## config.mk

```make
export PLATFORM = sky130hd
export DESIGN_NAME = traffic_request_conditioner
export DESIGN_NICKNAME = d
export VERILOG_FILES = /design/src/rtl/traffic_pkg.sv /design/src/rtl/traffic_request_conditioner_debounce_cell.sv /design/src/rtl/traffic_request_conditioner.sv
export SDC_FILE = /design/constraint.sdc
export NUM_CORES = 1
export LEC_CHECK = 0
export ABC_AREA = 1
export CAP_MARGIN = 20
export CORE_AREA = 4 4 97 63
export DETAILED_ROUTE_END_ITERATION = 8
export DIE_AREA = 0 0 101 67
export GPL_ROUTABILITY_DRIVEN = 0
export PLACE_DENSITY = 0.6
export SLEW_MARGIN = 25
export SYNTH_ARGS = -nofsm -noshare
export SYNTH_HDL_FRONTEND = slang
export SYNTH_SLANG_ARGS = --single-unit
```

## constraint.sdc

```tcl
create_clock -name clk_62 -period 1.4 [get_ports clk_62]
set_input_delay 0.28 -clock clk_62 [delete_from_list [all_inputs] [get_ports clk_62]]
set_output_delay 0.28 -clock clk_62 [all_outputs]
set_load 0.01 [all_outputs]
```

## src/rtl/traffic_pkg.sv

```systemverilog
// Shared constants for the intersection front end: field bit positions,
// crosswalk groups and the button/walk-light masks that tie them together.
package traffic_pkg;

    localparam int BTN_B1 = 0;
    localparam int BTN_B2 = 1;
    localparam int BTN_B3 = 2;
    localparam int BTN_B4 = 3;

    localparam int CAR_MAIN = 0;
    localparam int CAR_SIDE = 1;

    localparam int WALK_W1 = 0;
    localparam int WALK_W2 = 1;
    localparam int WALK_W3 = 2;
    localparam int WALK_W4 = 3;

    typedef enum logic {
        GRP_WE = 1'b0,
        GRP_NS = 1'b1
    } grp_e;

    // West-east pedestrians (b1, b3) cross while w2/w4 are lit; north-south the reverse.
    localparam logic [3:0] WE_BTN_MASK  = 4'b0101;
    localparam logic [3:0] NS_BTN_MASK  = 4'b1010;
    localparam logic [3:0] WE_WALK_MASK = 4'b1010;
    localparam logic [3:0] NS_WALK_MASK = 4'b0101;

    function automatic logic [3:0] grp_btn_mask(input grp_e grp);
        return (grp == GRP_WE) ? WE_BTN_MASK : NS_BTN_MASK;
    endfunction

endpackage

```

## src/rtl/traffic_request_conditioner_debounce_cell.sv

```systemverilog
// One field input: two-flop synchronizer, then a level is accepted only after
// holding for DEBOUNCE_CYCLES consecutive synchronized cycles.
module debounce_cell #(
    parameter int DEBOUNCE_CYCLES = 4
) (
    input  logic clk_62,
    input  logic rst_62,
    input  logic raw,
    output logic stable,
    output logic rise
);

    localparam int CW = $clog2(DEBOUNCE_CYCLES + 1);

    logic          sync_a;
    logic          sync_b;
    logic [CW-1:0] cnt;

    // rise is a registered one-cycle pulse following the edge where stable goes high
    always_ff @(posedge clk_62 or posedge rst_62) begin
        if (rst_62) begin
            sync_a <= 1'b0;
            sync_b <= 1'b0;
            cnt    <= '0;
            stable <= 1'b0;
            rise   <= 1'b0;
        end else begin
            sync_a <= raw;
            sync_b <= sync_a;
            rise   <= 1'b0;
            if (sync_b == stable) begin
                cnt <= '0;
            end else if (cnt == CW'(DEBOUNCE_CYCLES - 1)) begin
                stable <= ~stable;
                rise   <= ~stable;
                cnt    <= '0;
            end else begin
                cnt <= cnt + CW'(1);
            end
        end
    end

endmodule

```

## src/rtl/traffic_request_conditioner.sv

```systemverilog
// Conditions raw car sensors and pedestrian buttons for the light controller;
// optional REQ_TIMEOUT_EN drops requests left unserved for TIMEOUT_CYCLES.
module traffic_request_conditioner
    import traffic_pkg::*;
#(
    parameter int DEBOUNCE_CYCLES = 4,
    parameter int TIMEOUT_CYCLES  = 1024
) (
    input  logic       clk_62,
    input  logic       rst_62,
    input  logic [3:0] raw_btn_62,
    input  logic [1:0] raw_car_62,
    input  logic [3:0] walk_62,
    output logic [3:0] b_62,
    output logic [1:0] i_62,
    output logic [1:0] req_pend_62
);

    if (DEBOUNCE_CYCLES < 1 || DEBOUNCE_CYCLES > 65535) begin : g_bad_debounce
        $error("DEBOUNCE_CYCLES out of range");
    end
    if (TIMEOUT_CYCLES < 1) begin : g_bad_timeout
        $error("TIMEOUT_CYCLES must be positive");
    end

    logic [5:0] raw_all;
    logic [5:0] stable_all;
    logic [5:0] rise_all;

    assign raw_all = {raw_car_62, raw_btn_62};

    for (genvar k = 0; k < 6; k++) begin : g_dbc
        debounce_cell #(
            .DEBOUNCE_CYCLES(DEBOUNCE_CYCLES)
        ) u_dbc (
            .clk_62 (clk_62),
            .rst_62 (rst_62),
            .raw    (raw_all[k]),
            .stable (stable_all[k]),
            .rise   (rise_all[k])
        );
    end

    // Cars only need the level, buttons only the press pulse.
    assign i_62 = stable_all[5:4];

    logic unused_cell_bits;
    assign unused_cell_bits = ^{stable_all[3:0], rise_all[5:4]};

    logic [1:0] walk_now;
    logic [1:0] walk_prev;
    logic [1:0] walk_fall;
    logic [1:0] grp_clear;
    logic [3:0] btn_clear;

    assign walk_now[GRP_WE] = |(walk_62 & WE_WALK_MASK);
    assign walk_now[GRP_NS] = |(walk_62 & NS_WALK_MASK);
    assign walk_fall        = walk_prev & ~walk_now;

    assign req_pend_62[GRP_WE] = |(b_62 & WE_BTN_MASK);
    assign req_pend_62[GRP_NS] = |(b_62 & NS_BTN_MASK);

    always_ff @(posedge clk_62 or posedge rst_62) begin
        if (rst_62) begin
            walk_prev <= '0;
        end else begin
            walk_prev <= walk_now;
        end
    end

`ifdef REQ_TIMEOUT_EN
    localparam int TW = $clog2(TIMEOUT_CYCLES + 1);

    logic [TW-1:0] to_cnt [2];
    logic [1:0]    to_hit;

    always_comb begin
        to_hit = '0;
        for (int g = 0; g < 2; g++) begin
            to_hit[g] = req_pend_62[g] && !walk_now[g] &&
                        (to_cnt[g] == TW'(TIMEOUT_CYCLES - 1));
        end
    end

    assign grp_clear = walk_fall | to_hit;

    // Age counts only quiet cycles: a pending request with its walk light dark.
    always_ff @(posedge clk_62 or posedge rst_62) begin
        if (rst_62) begin
            for (int g = 0; g < 2; g++) begin
                to_cnt[g] <= '0;
            end
        end else begin
            for (int g = 0; g < 2; g++) begin
                if (grp_clear[g] || walk_now[g] || !req_pend_62[g]) begin
                    to_cnt[g] <= '0;
                end else begin
                    to_cnt[g] <= to_cnt[g] + TW'(1);
                end
            end
        end
    end
`else
    assign grp_clear = walk_fall;
`endif

    assign btn_clear = ({4{grp_clear[GRP_WE]}} & grp_btn_mask(GRP_WE)) |
                       ({4{grp_clear[GRP_NS]}} & grp_btn_mask(GRP_NS));

    // A fresh press outranks a clear landing on the same edge.
    always_ff @(posedge clk_62 or posedge rst_62) begin
        if (rst_62) begin
            b_62 <= '0;
        end else begin
            b_62 <= rise_all[3:0] | (b_62 & ~btn_clear);
        end
    end

endmodule

```

==> flow_metrics.env <==
export IMPL_r2r_start="g_dbc[0].u_dbc.cnt[0]$_DFF_PP0_"
export IMPL_grt_max_degree=47
export IMPL_path_clk_slew_ns=0.09
export IMPL_core_area_sq_um=5281
export IMPL_fp_dieH_um=67
export IMPL_rows=21
export IMPL_tightest_slew_ns=0.2490
export IMPL_synth_edf_count=0
export IMPL_netlist_instances=175
export IMPL_drc_errors=0
export IMPL_routedWlPerCell_um=8.756
export IMPL_finalHoldViolCount=0
export IMPL_yosysTopAreaCell="dfrtp_1"
export IMPL_startpoint="b_62[1]$_DFF_PP0_"
export IMPL_numCtsBuffers=5
export IMPL_reg2regPathDepth=3
export IMPL_crit_fanout=2
export IMPL_yosys_warnings=0
export IMPL_final_cells=275
export IMPL_min_path_type="in2async"
export IMPL_synth_top_area_share_pct=65.20
export IMPL_clk_path_buf_depth=2
export IMPL_status="finished clean"
export IMPL_antenna_cells=0
export IMPL_post_route_util_pct=41.32
export IMPL_antenna_found_initial=0
export IMPL_synth_cell_types=14
export IMPL_synth_top_flop_cell="dfrtp_1"
export IMPL_antenna_left=0
export IMPL_rsz0062_at_grt="yes"
export IMPL_io_buffers=19
export IMPL_ys_ff_latch=46
export IMPL_rrSetupSlack_ns=0.43
export IMPL_final_setup_viol_count=0
export IMPL_synth_nets=193
export IMPL_power_leakage_nw=1.120
export IMPL_ys_seq_area_share_pct=65.20
export IMPL_start_util_pct=33.43
export IMPL_cts_root_buf="clkbuf_8"
export IMPL_dp_hpwl_um=1681
export IMPL_die_x_um=101
export IMPL_min_period_ns=1.374
export IMPL_maxSlewHeadroom_pct=83.40
export IMPL_syn_to_final_growth_pct=23.60
export IMPL_cts_sinks=46
export IMPL_r2r_end="g_dbc[0].u_dbc.cnt[2]$_DFF_PP0_"
export IMPL_clkLatencyLatePin_ns=0.29
export IMPL_setup_tns_ns=0
export IMPL_die_area_sq_um=6767
export IMPL_grt_pass1_wl_um=4209
export IMPL_powerDensity_nw_per_um2=1727
export IMPL_finClkSkew_ns=0.008353
export IMPL_avgSynthCellArea_sq_um=10.09
export IMPL_grtUsageTotal_pct=8.092
export IMPL_netlist_top_cells_area="dfrtp_1 65%, nand2_1 8.1%, inv_1 6.0%"
export IMPL_drtIter0Drc=33
export IMPL_drive_gt1_share_pct=19.42
export IMPL_start_kind="flip-flop"
export IMPL_vias=1041
export IMPL_synth_commonest_cells="46 x dfrtp_1, 38 x nand2_1, 28 x inv_1"
export IMPL_cp_arrival_ns=1.09
export IMPL_ioPinCount=20
export IMPL_htreeDepth=2
export IMPL_async_flop_share_pct=100.0
export IMPL_grt_pass1_vias=997
export IMPL_end_kind="output port"
export IMPL_nNetsFinal=223
export IMPL_dp_cells=266
export IMPL_fin_crit_sh_pct=98.12
export IMPL_ir_worst_vdd_uv=450.3
export IMPL_drv_cap=0
export IMPL_firstDrtPassIters=4
export IMPL_maxSlewViolCount=0
export IMPL_via_per_inst=3.785
export IMPL_post_synth_top_count_cell="dfrtp_1"
export IMPL_synth_area_sq_um=1765
export IMPL_max_freq_ghz=0.7280
export IMPL_overflow=0
export IMPL_crit_required_ns=1.12
export IMPL_drt_total_wl_um=2408
export IMPL_cts_tree="done"
export IMPL_critPathKind="reg2out"
metrics by stage:
step	setup slack, ns	instance area, sq um	hold WS, ns	total power, mW
after floorplan	0.03224	1765	0.3114	2.533
after global placement	0.009346	2077	0.3316	2.949
after detailed placement	-0.0005612	2077	0.3364	2.975
after CTS	0.01082	2161	0.3270	3.732
after global routing	-0.01383	2182	0.3378	4.085
final	0.02630	2182	0.3095	3.769
metal layers:
layer	vias to the layer above	GRT usage (%)	wire length [um]	share of wire (%)
met4	0	2.488	12	0.50
met5	-	0	0	0
met2	15	11.15	929	39
met1	456	11.39	1319	55
li1	568	-	-	-
met3	2	3.452	146	6.1
power breakdown:
| part | switching (mW) | internal, mW |
|---|---|---|
| registers | 0.170 | 1.63 |
| clock network | 0.458 | 0.360 |
| logic | 0.569 | 0.584 |
flip-flops by register name, summed over array words and instances, names as in the netlist:
register            cells
g_dbc.u_dbc.rise        4
b_62                    4
walk_prev               2
g_dbc.u_dbc.sync_a      6
g_dbc.u_dbc.cnt        18
g_dbc.u_dbc.sync_b      6
g_dbc.u_dbc.stable      6
final cells by class:
| class | count | area (sq um) |
|---|---|---|
| clock buffer | 5 | 68.82 |
| clock inverter | 3 | 25.02 |
| fill | 514 | 3099 |
| inverter | 34 | 127.6 |
| multi-input combinational | 93 | 476.7 |
| sequential | 46 | 1151 |
| tap | 69 | 86.33 |
| timing repair buffer | 25 | 246.5 |
worst max path at each step:
stage                                    to  slack (ns)  depth (start not counted)
after floorplan           b_62[0]$_DFF_PP0_        0.03                          1
after global placement       req_pend_62[0]       0.009                          2
after detailed placement     req_pend_62[1]     -0.0006                          2
after CTS                    req_pend_62[1]        0.01                          2
after global routing                b_62[1]       -0.01                          2
final                               b_62[1]        0.03                          2
worst max-delay path, cell delays in order (launching register included):
cell,delay [ns]
dfrtp_1,0.40
buf_4,0.14
dlygate4sd2_1,0.27
kinds of logic (layout without fill, tap and decap cells):
| family | after synthesis | count (layout) | synth area share, % |
|---|---|---|---|
| AND/OR/NAND/NOR | 81 | 81 | 20.77 |
| flip-flops | 46 | 46 | 65.20 |
| buffers and inverters | 36 | 67 | 8.079 |
| adder cells (fa/ha/maj) | 6 | 6 | 4.252 |
| AO/OA/AOI/OAI | 6 | 6 | 1.701 |
placed cells by master (no fill, tap or decap):
master / netlist / final
dfrtp_1: 46 / 46
nor2_1: 16 / 16
buf_6: 0 / 2
or2_0: 4 / 4
ha_1: 6 / 6
inv_2: 6 / 7
clkdlybuf4s15_1: 0 / 3
nand2_2: 11 / 11
clkdlybuf4s50_1: 0 / 11
inv_6: 0 / 1
nand2_1: 38 / 38
or2_4: 0 / 2
buf_4: 2 / 5
dlygate4sd2_1: 0 / 3
or2_1: 2 / 2
buf_12: 0 / 1
clkbuf_8: 0 / 5
clkinvlp_4: 0 / 1
inv_1: 28 / 27
clkinv_4: 0 / 1
nor2_2: 4 / 4
o21ai_1: 6 / 6
nor3_1: 4 / 4
what timing repair did:
action	4_1_cts	5_1_grt
hold endpoints to repair	0	0
setup endpoints to repair	8	4
resized for setup	14	7
hold buffers	0	0
setup buffers	1	0
Note: power is estimated with default switching activity, not from simulation.
